<file path="src/rtl/memory_cycle_pkg.sv">
// riscv_pipe_pkg: shared encodings, FSM state and M->W bundle for the memory stage.
package riscv_pipe_pkg;
  localparam logic [1:0] RES_ALU = 2'b00;
  localparam logic [1:0] RES_MEM = 2'b01;
  localparam logic [1:0] RES_PC4 = 2'b10;
  typedef enum logic {IDLE, WAIT} state_t;
  typedef struct packed {
    logic        reg_write;
    logic [1:0]  result_src;
    logic [4:0]  rd;
    logic [31:0] alu_result;
    logic [31:0] read_data;
    logic [31:0] pc_plus4;
    logic        mem_err;
  } mw_t;
endpackage

</file>
<file path="src/rtl/memory_cycle_if.sv">
// memory_cycle_if: request/response data-memory bus between the memory stage and dmem.
interface memory_cycle_if;
  logic        dmem_req;
  logic        dmem_we;
  logic [31:0] dmem_addr;
  logic [31:0] dmem_wdata;
  logic        dmem_ready;
  logic [31:0] dmem_rdata;
  modport master (output dmem_req, dmem_we, dmem_addr, dmem_wdata, input dmem_ready, dmem_rdata);
  modport slave (input dmem_req, dmem_we, dmem_addr, dmem_wdata, output dmem_ready, dmem_rdata);
endinterface

</file>
<file path="src/rtl/memory_cycle_mw_pipe_reg.sv">
// mw_pipe_reg: M->W register; a bubble kills write-back and error, other fields hold.
module mw_pipe_reg
  import riscv_pipe_pkg::*;
(
  input  logic clk,
  input  logic rst,
  input  logic bubble,
  input  mw_t  d,
  output mw_t  q
);
  always_ff @(posedge clk)
    if (!rst) q <= '0;
    else if (bubble) begin
      q.reg_write <= 1'b0;
      q.mem_err   <= 1'b0;
    end else q <= d;
endmodule

</file>
<file path="src/rtl/memory_cycle.sv">
// memory_cycle: RISC-V memory stage; word load/store over dmem with stall, timeout and M->W register.
module memory_cycle
  import riscv_pipe_pkg::*;
#(
  parameter int MAX_WAIT = 255,
  parameter int CNT_W    = 16
) (
  input  logic                 clk,
  input  logic                 rst,
  input  logic                 RegWriteM,
  input  logic                 MemWriteM,
  input  logic [1:0]           ResultSrcM,
  input  logic [4:0]           RD_M,
  input  logic [31:0]          ALUResultM,
  input  logic [31:0]          WriteDataM,
  input  logic [31:0]          PCPlus4M,
  memory_cycle_if.master       dmem,
  output logic                 StallM,
  output logic                 RegWriteW,
  output logic [1:0]           ResultSrcW,
  output logic [4:0]           RD_W,
  output logic [31:0]          ALUResultW,
  output logic [31:0]          ReadDataW,
  output logic [31:0]          PCPlus4W,
  output logic                 MemErrW,
  output logic [31:0]          ALUResultM_H,
  output logic [4:0]           RD_M_H,
  output logic                 RegWriteM_H
);
  state_t           state, state_n;
  logic [CNT_W-1:0] cnt, cnt_n;
  logic             memop, mis, go, at_max, timeout, err, load;
  mw_t              w_d, w_q;
  assign memop   = MemWriteM | (ResultSrcM == RES_MEM);
  assign mis     = memop & |ALUResultM[1:0];
  assign go      = memop & !mis;
  assign load    = (ResultSrcM == RES_MEM) & !MemWriteM;
  assign at_max  = cnt == CNT_W'(MAX_WAIT);
  assign timeout = (state == WAIT) & !dmem.dmem_ready & at_max;
  always_ff @(posedge clk)
    if (!rst) begin
      state <= IDLE;
      cnt   <= '0;
    end else begin
      state <= state_n;
      cnt   <= cnt_n;
    end
  always_comb begin
    state_n = (state == IDLE) ? ((go & !dmem.dmem_ready) ? WAIT : IDLE)
                              : ((dmem.dmem_ready | at_max) ? IDLE : WAIT);
    cnt_n   = (state == IDLE) ? ((go & !dmem.dmem_ready) ? CNT_W'(1) : '0)
                              : ((dmem.dmem_ready | at_max) ? '0 : cnt + CNT_W'(1));
  end
  // The bus fields track the M inputs directly; upstream holds them while stalled.
  always_comb begin
    dmem.dmem_req   = rst & (state == IDLE) & go;
    dmem.dmem_we    = MemWriteM;
    dmem.dmem_addr  = ALUResultM;
    dmem.dmem_wdata = WriteDataM;
    StallM = rst & !dmem.dmem_ready & (((state == IDLE) & go) | ((state == WAIT) & !at_max));
    err    = ((state == IDLE) & mis) | timeout;
    w_d.reg_write  = RegWriteM & !err;
    w_d.result_src = ResultSrcM;
    w_d.rd         = RD_M;
    w_d.alu_result = ALUResultM;
    w_d.read_data  = (load & go & dmem.dmem_ready) ? dmem.dmem_rdata : '0;
    w_d.pc_plus4   = PCPlus4M;
    w_d.mem_err    = err;
  end
  mw_pipe_reg u_mw (.clk(clk), .rst(rst), .bubble(StallM), .d(w_d), .q(w_q));
  assign RegWriteW    = w_q.reg_write;
  assign ResultSrcW   = w_q.result_src;
  assign RD_W         = w_q.rd;
  assign ALUResultW   = w_q.alu_result;
  assign ReadDataW    = w_q.read_data;
  assign PCPlus4W     = w_q.pc_plus4;
  assign MemErrW      = w_q.mem_err;
  assign ALUResultM_H = ALUResultM;
  assign RD_M_H       = RD_M;
  assign RegWriteM_H  = RegWriteM;
endmodule

</file>
<file path="src/flat_wrapper.sv">
// flat-port wrapper written by rule: the top's interface ports become plain ports
module memory_cycle_flat import riscv_pipe_pkg::*;
#(
  parameter int MAX_WAIT = 255,
  parameter int CNT_W    = 16
)
  (clk, rst, RegWriteM, MemWriteM, ResultSrcM, RD_M, ALUResultM, WriteDataM, PCPlus4M, StallM, RegWriteW, ResultSrcW, RD_W, ALUResultW, ReadDataW, PCPlus4W, MemErrW, ALUResultM_H, RD_M_H, RegWriteM_H, dmem_dmem_req, dmem_dmem_we, dmem_dmem_addr, dmem_dmem_wdata, dmem_dmem_ready, dmem_dmem_rdata);
  memory_cycle_if dmem_i ();
  input  logic clk;
  input  logic rst;
  input  logic RegWriteM;
  input  logic MemWriteM;
  input  logic [1:0] ResultSrcM;
  input  logic [4:0] RD_M;
  input  logic [31:0] ALUResultM;
  input  logic [31:0] WriteDataM;
  input  logic [31:0] PCPlus4M;
  output logic StallM;
  output logic RegWriteW;
  output logic [1:0] ResultSrcW;
  output logic [4:0] RD_W;
  output logic [31:0] ALUResultW;
  output logic [31:0] ReadDataW;
  output logic [31:0] PCPlus4W;
  output logic MemErrW;
  output logic [31:0] ALUResultM_H;
  output logic [4:0] RD_M_H;
  output logic RegWriteM_H;
  output wire logic [$bits(dmem_i.dmem_req)-1:0] dmem_dmem_req;
  output wire logic [$bits(dmem_i.dmem_we)-1:0] dmem_dmem_we;
  output wire logic [$bits(dmem_i.dmem_addr)-1:0] dmem_dmem_addr;
  output wire logic [$bits(dmem_i.dmem_wdata)-1:0] dmem_dmem_wdata;
  input wire logic [$bits(dmem_i.dmem_ready)-1:0] dmem_dmem_ready;
  input wire logic [$bits(dmem_i.dmem_rdata)-1:0] dmem_dmem_rdata;
  assign dmem_dmem_req = dmem_i.dmem_req;
  assign dmem_dmem_we = dmem_i.dmem_we;
  assign dmem_dmem_addr = dmem_i.dmem_addr;
  assign dmem_dmem_wdata = dmem_i.dmem_wdata;
  assign dmem_i.dmem_ready = dmem_dmem_ready;
  assign dmem_i.dmem_rdata = dmem_dmem_rdata;
  memory_cycle #(.MAX_WAIT(MAX_WAIT), .CNT_W(CNT_W)) u_core (.clk(clk), .rst(rst), .RegWriteM(RegWriteM), .MemWriteM(MemWriteM), .ResultSrcM(ResultSrcM), .RD_M(RD_M), .ALUResultM(ALUResultM), .WriteDataM(WriteDataM), .PCPlus4M(PCPlus4M), .dmem(dmem_i), .StallM(StallM), .RegWriteW(RegWriteW), .ResultSrcW(ResultSrcW), .RD_W(RD_W), .ALUResultW(ALUResultW), .ReadDataW(ReadDataW), .PCPlus4W(PCPlus4W), .MemErrW(MemErrW), .ALUResultM_H(ALUResultM_H), .RD_M_H(RD_M_H), .RegWriteM_H(RegWriteM_H));
endmodule
</file>
<file path="config.mk">
export PLATFORM = sky130hd
export DESIGN_NAME = memory_cycle_flat
export DESIGN_NICKNAME = d
export VERILOG_FILES = /design/src/rtl/memory_cycle_pkg.sv /design/src/rtl/memory_cycle_if.sv /design/src/rtl/memory_cycle_mw_pipe_reg.sv /design/src/rtl/memory_cycle.sv /design/src/flat_wrapper.sv
export SDC_FILE = /design/constraint.sdc
export NUM_CORES = 1
export LEC_CHECK = 0
export BUFFER_PORTS_ARGS = -buffer_cell sky130_fd_sc_hd__buf_2
export CAP_MARGIN = 40
export CORE_AREA = 2 2 137 139
export DETAILED_ROUTE_END_ITERATION = 7
export DIE_AREA = 0 0 139 141
export PLACE_DENSITY = 0.68
export SYNTH_ARGS = -nofsm -noshare
export SYNTH_HDL_FRONTEND = slang
export SYNTH_SLANG_ARGS = --single-unit
</file>
<file path="constraint.sdc">
create_clock -name clk -period 4.32 [get_ports clk]
set_clock_uncertainty 0.15 [all_clocks]
set_input_delay 0 -clock clk [delete_from_list [all_inputs] [get_ports clk]]
set_output_delay 0 -clock clk [all_outputs]
set_load 0.1 [all_outputs]
</file>
==> summary.md <==
| Metric | Value |
|---|---|
| Critical Path Start Type | register |
| Violation count after the first detailed-route iteration | ~150 |
| Mean Syn Cell Area | about 9.4 sq um |
| Hold Path Class | input pin to register |
| Worst EP arrival | approximately 2.8 ns |
| Top-count cell post-synth | dfxtp_1 |
| Main area contributors after synthesis | dfxtp_1, buf_4, mux2i_1, a22o_1, inv_1 |
| Router iterations before antenna repair | 6 |
| Htree depth | 4 |
| Drt total wl | between 15000 and 20000 microns |
| Area post-placement | between 0.006 and 0.007 sq mm |
| Vias per cell | roughly 4.2 |
| Critical Path RT | around 4.2 ns |
| HPWL Detailed | around 9300 microns |
| Status | completed |
| Gr ovfl total | 0 |
| Synth Instances | about 580 |
| Pwr Density | 434 mW/mm^2 |
| First-pass GRT wire length | around 24000 microns |
| Worst Setup SP | u_core.cnt[9] |
| CTS max path bufs | 2 |
| Main combinational cell family by area after synthesis | buffers and inverters |
| Ranking of synthesized cells by instance count | dfxtp_1, buf_4, inv_1 |
| Die Y | approximately 140 microns |
| Clock latency on the worst-skew pair | between 0.4 and 0.5 ns |
| Tot Pwr | about 3700 uW |
| Delay-heaviest family, CP | simple AND/OR/NAND/NOR gates |
| Mux cell area share after synthesis | 0.132 |
| Synthesized-area fraction occupied by adder cells | 0.00232 |
| TNS Setup | 0 ns |
| Clock sink count | between 100 and 150 |
| Biggest cell delay along the critical path | about 0.58 ns |
| Max cap viols | 0 |
| # setup viols final | 0 |
| Pleak | approximately 0.0046 uW |
| Crit Path Category | register to output port |
| Hold Startpoint | MemWriteM |
| Synth warnings | 0 |
| Area grow syn2layout | 59.9% |
| Mapped Nets | around 720 |
| Post-Synth XOR/XNOR Area | 0.0228 |
| Clock root cell | clkbuf_16 |
| Sum of buffers and inverters on the critical path | 2 |
| Worst setup EP type | output port |
| Critical-path maximum fanout | 33 |
| Slew of the pin with the lowest slew margin | between 1 and 1.5 ns |
| Yosys top cell area share | 0.453 |
| DR vias | 4929 |
| Fin. Hold Viols | 0 |
| I/O Buffers | ~290 |
| Row count | 50 |
| Worst r2r src | u_core.cnt[9] |
| All-Layer GR Usage | 0.150 |
| Synth cell types | 30 |
| Synth Area in Compound Gates | 0.0611 |
| Ports | 350 |
| Synth Flop Type | dfxtp_1 |
| Antenna viol nets, final | 0 |
| Initial antenna violation count | 0 |
| Vias in the first global route | between 4k and 5k |
| Fraction of layout cells with a size suffix above 1 | 0.372 |
| Critical Path, Cell by Cell | or4_1 -> nor4_4 -> a22o_4 -> inv_4 -> buf_2 |
| Core area | approximately 0.018 sq mm |
| Clock transition at path regs | ~0.060 ns |
| Die area | about 0.020 sq mm |
| Fin crit share | 0.688 |
| Slowest cell on crit path | or4_1 |
| # diodes | 0 |
| Synthesized area | 0.00539 sq mm |
| Number of remaining DRC errors | 0 |
| Layout Nets | roughly 1.1k |
| Resize count post-CTS | 0 |
| Num CTS Buffers | 17 |
| Slew margin rel. | 0.327 |
| Fmax | approximately 0.34 GHz |
| Post-CTS setup buffers | 0 |
| Die Wd | ~140 microns |
| Final count of pins violating max slew | 0 |
| Cell area after layout | 0.00861 sq mm |
| Largest net degree at the start of global routing | between 70 and 80 |
| Synth Register Bits | around 120 |
| CTS tree | done |
| Seq/Total Area, Yosys | 0.453 |
| Cell taking the most area after synthesis | dfxtp_1 |
| Number of flops mapped to enable cells by yosys | 0 |
| GP Congestion | approximately 0.81 |
| Max VDD drop | between 0.2 and 0.3 mV |
| Hold Buf Count CTS | approximately 140 |
| Wire per inst | between 10 and 15 microns |
| Initial core utilization | 0.295 |
| Unrepaired setup endpoints after global routing | no |
| Simple-Gate Fraction of Synth Area | 0.103 |
| Post-synth ARST share | 0 |
| Post-layout min period | between 2 and 3 ns |
[layout make-up]
class | count | area [sq um]
clock buffer | 20 | 457
clock inverter | 11 | 145
timing repair buffer | 454 | 3240
inverter | 78 | 295
sequential | 122 | 2440
tap | 234 | 293
fill | 1635 | 9650
multi-input combinational | 249 | 1740
[worst paths after layout]
kind,end,slack [ns],depth (start not counted)
worst max-delay path,StallM,1.35,5
worst min-delay path,u_core.u_mw.q[49],0.11,4
worst max register to register,u_core.u_mw.q[89],1.69,5
worst min register to register,u_core.u_mw.q[74],0.30,2
[registers in the layout, indices dropped and copies added, names as in the netlist]
signal / count
u_core.u_mw.q: 105
u_core.cnt: 16
u_core.state: 1
[routing by layer]
layer / track usage / vias to the layer above / share of wire
met2: 0.272 / 214 / 0.52
met1: 0.167 / 2260 / 0.40
li1: - / 2433 / -
met4: 0.0468 / 0 / 0.015
met5: 0 / - / 0
met3: 0.0476 / 22 / 0.065
[where the power goes]
group          total (uW)  leakage, uW  switching (uW)  internal [uW]
registers            1190      0.00100            22.3           1170
clock network        1450     0.000288             514            934
logic                1090      0.00328             853            241
total                3740      0.00457            1390           2350
[tightest hold or removal path, cell delays in order]
cell and delay, ns:
buf_2 0.13, nor4b_2 0.05, buf_4 0.23, a22o_1 0.21
[through the flow]
step / worst slack [ns] / cells / utilization / hold WS [ns]
floorplan: 1.43 / 576 / - / -0.0245
global placement: 1.71 / 971 / 0.341 / -0.149
detailed placement: 1.66 / 971 / 0.341 / -0.149
CTS: 1.29 / 1145 / 0.453 / 0.0729
global route: 1.15 / 1168 / 0.472 / 0.113
finish: 1.35 / 1168 / 0.472 / 0.112
[cells by family after synthesis]
| logic type | Yosys count |
|---|---|
| buffers and inverters | 205 |
| flip-flops | 122 |
| XOR/XNOR | 14 |
| multiplexers | 71 |
| adder cells (fa/ha/maj) | 1 |
| AND/OR/NAND/NOR | 125 |
| AO/OA/AOI/OAI | 38 |
[placed cells by master, fill, tap and decap left out, drive strengths merged]
cell type,netlist,final
xor2,1,1
a22o,33,33
nand4,6,6
nor2,21,21
buf,115,311
inv,78,79
nor3,4,4
dlygate4sd3,0,143
o32ai,1,1
o311ai,1,1
ha,1,1
o2bb2ai,1,1
dfxtp,122,122
bufinv,0,3
nand2,75,75
xnor2,13,13
clkinvlp,0,3
clkbuf,12,20
o2111ai,1,1
nor2b,1,1
a21oi,1,1
or4,3,3
nand3,7,7
or2,1,1
mux2i,71,71
nor4b,1,1
clkinv,0,4
nor4,5,5
and2,1,1
Power figures use the tool's default switching activity.
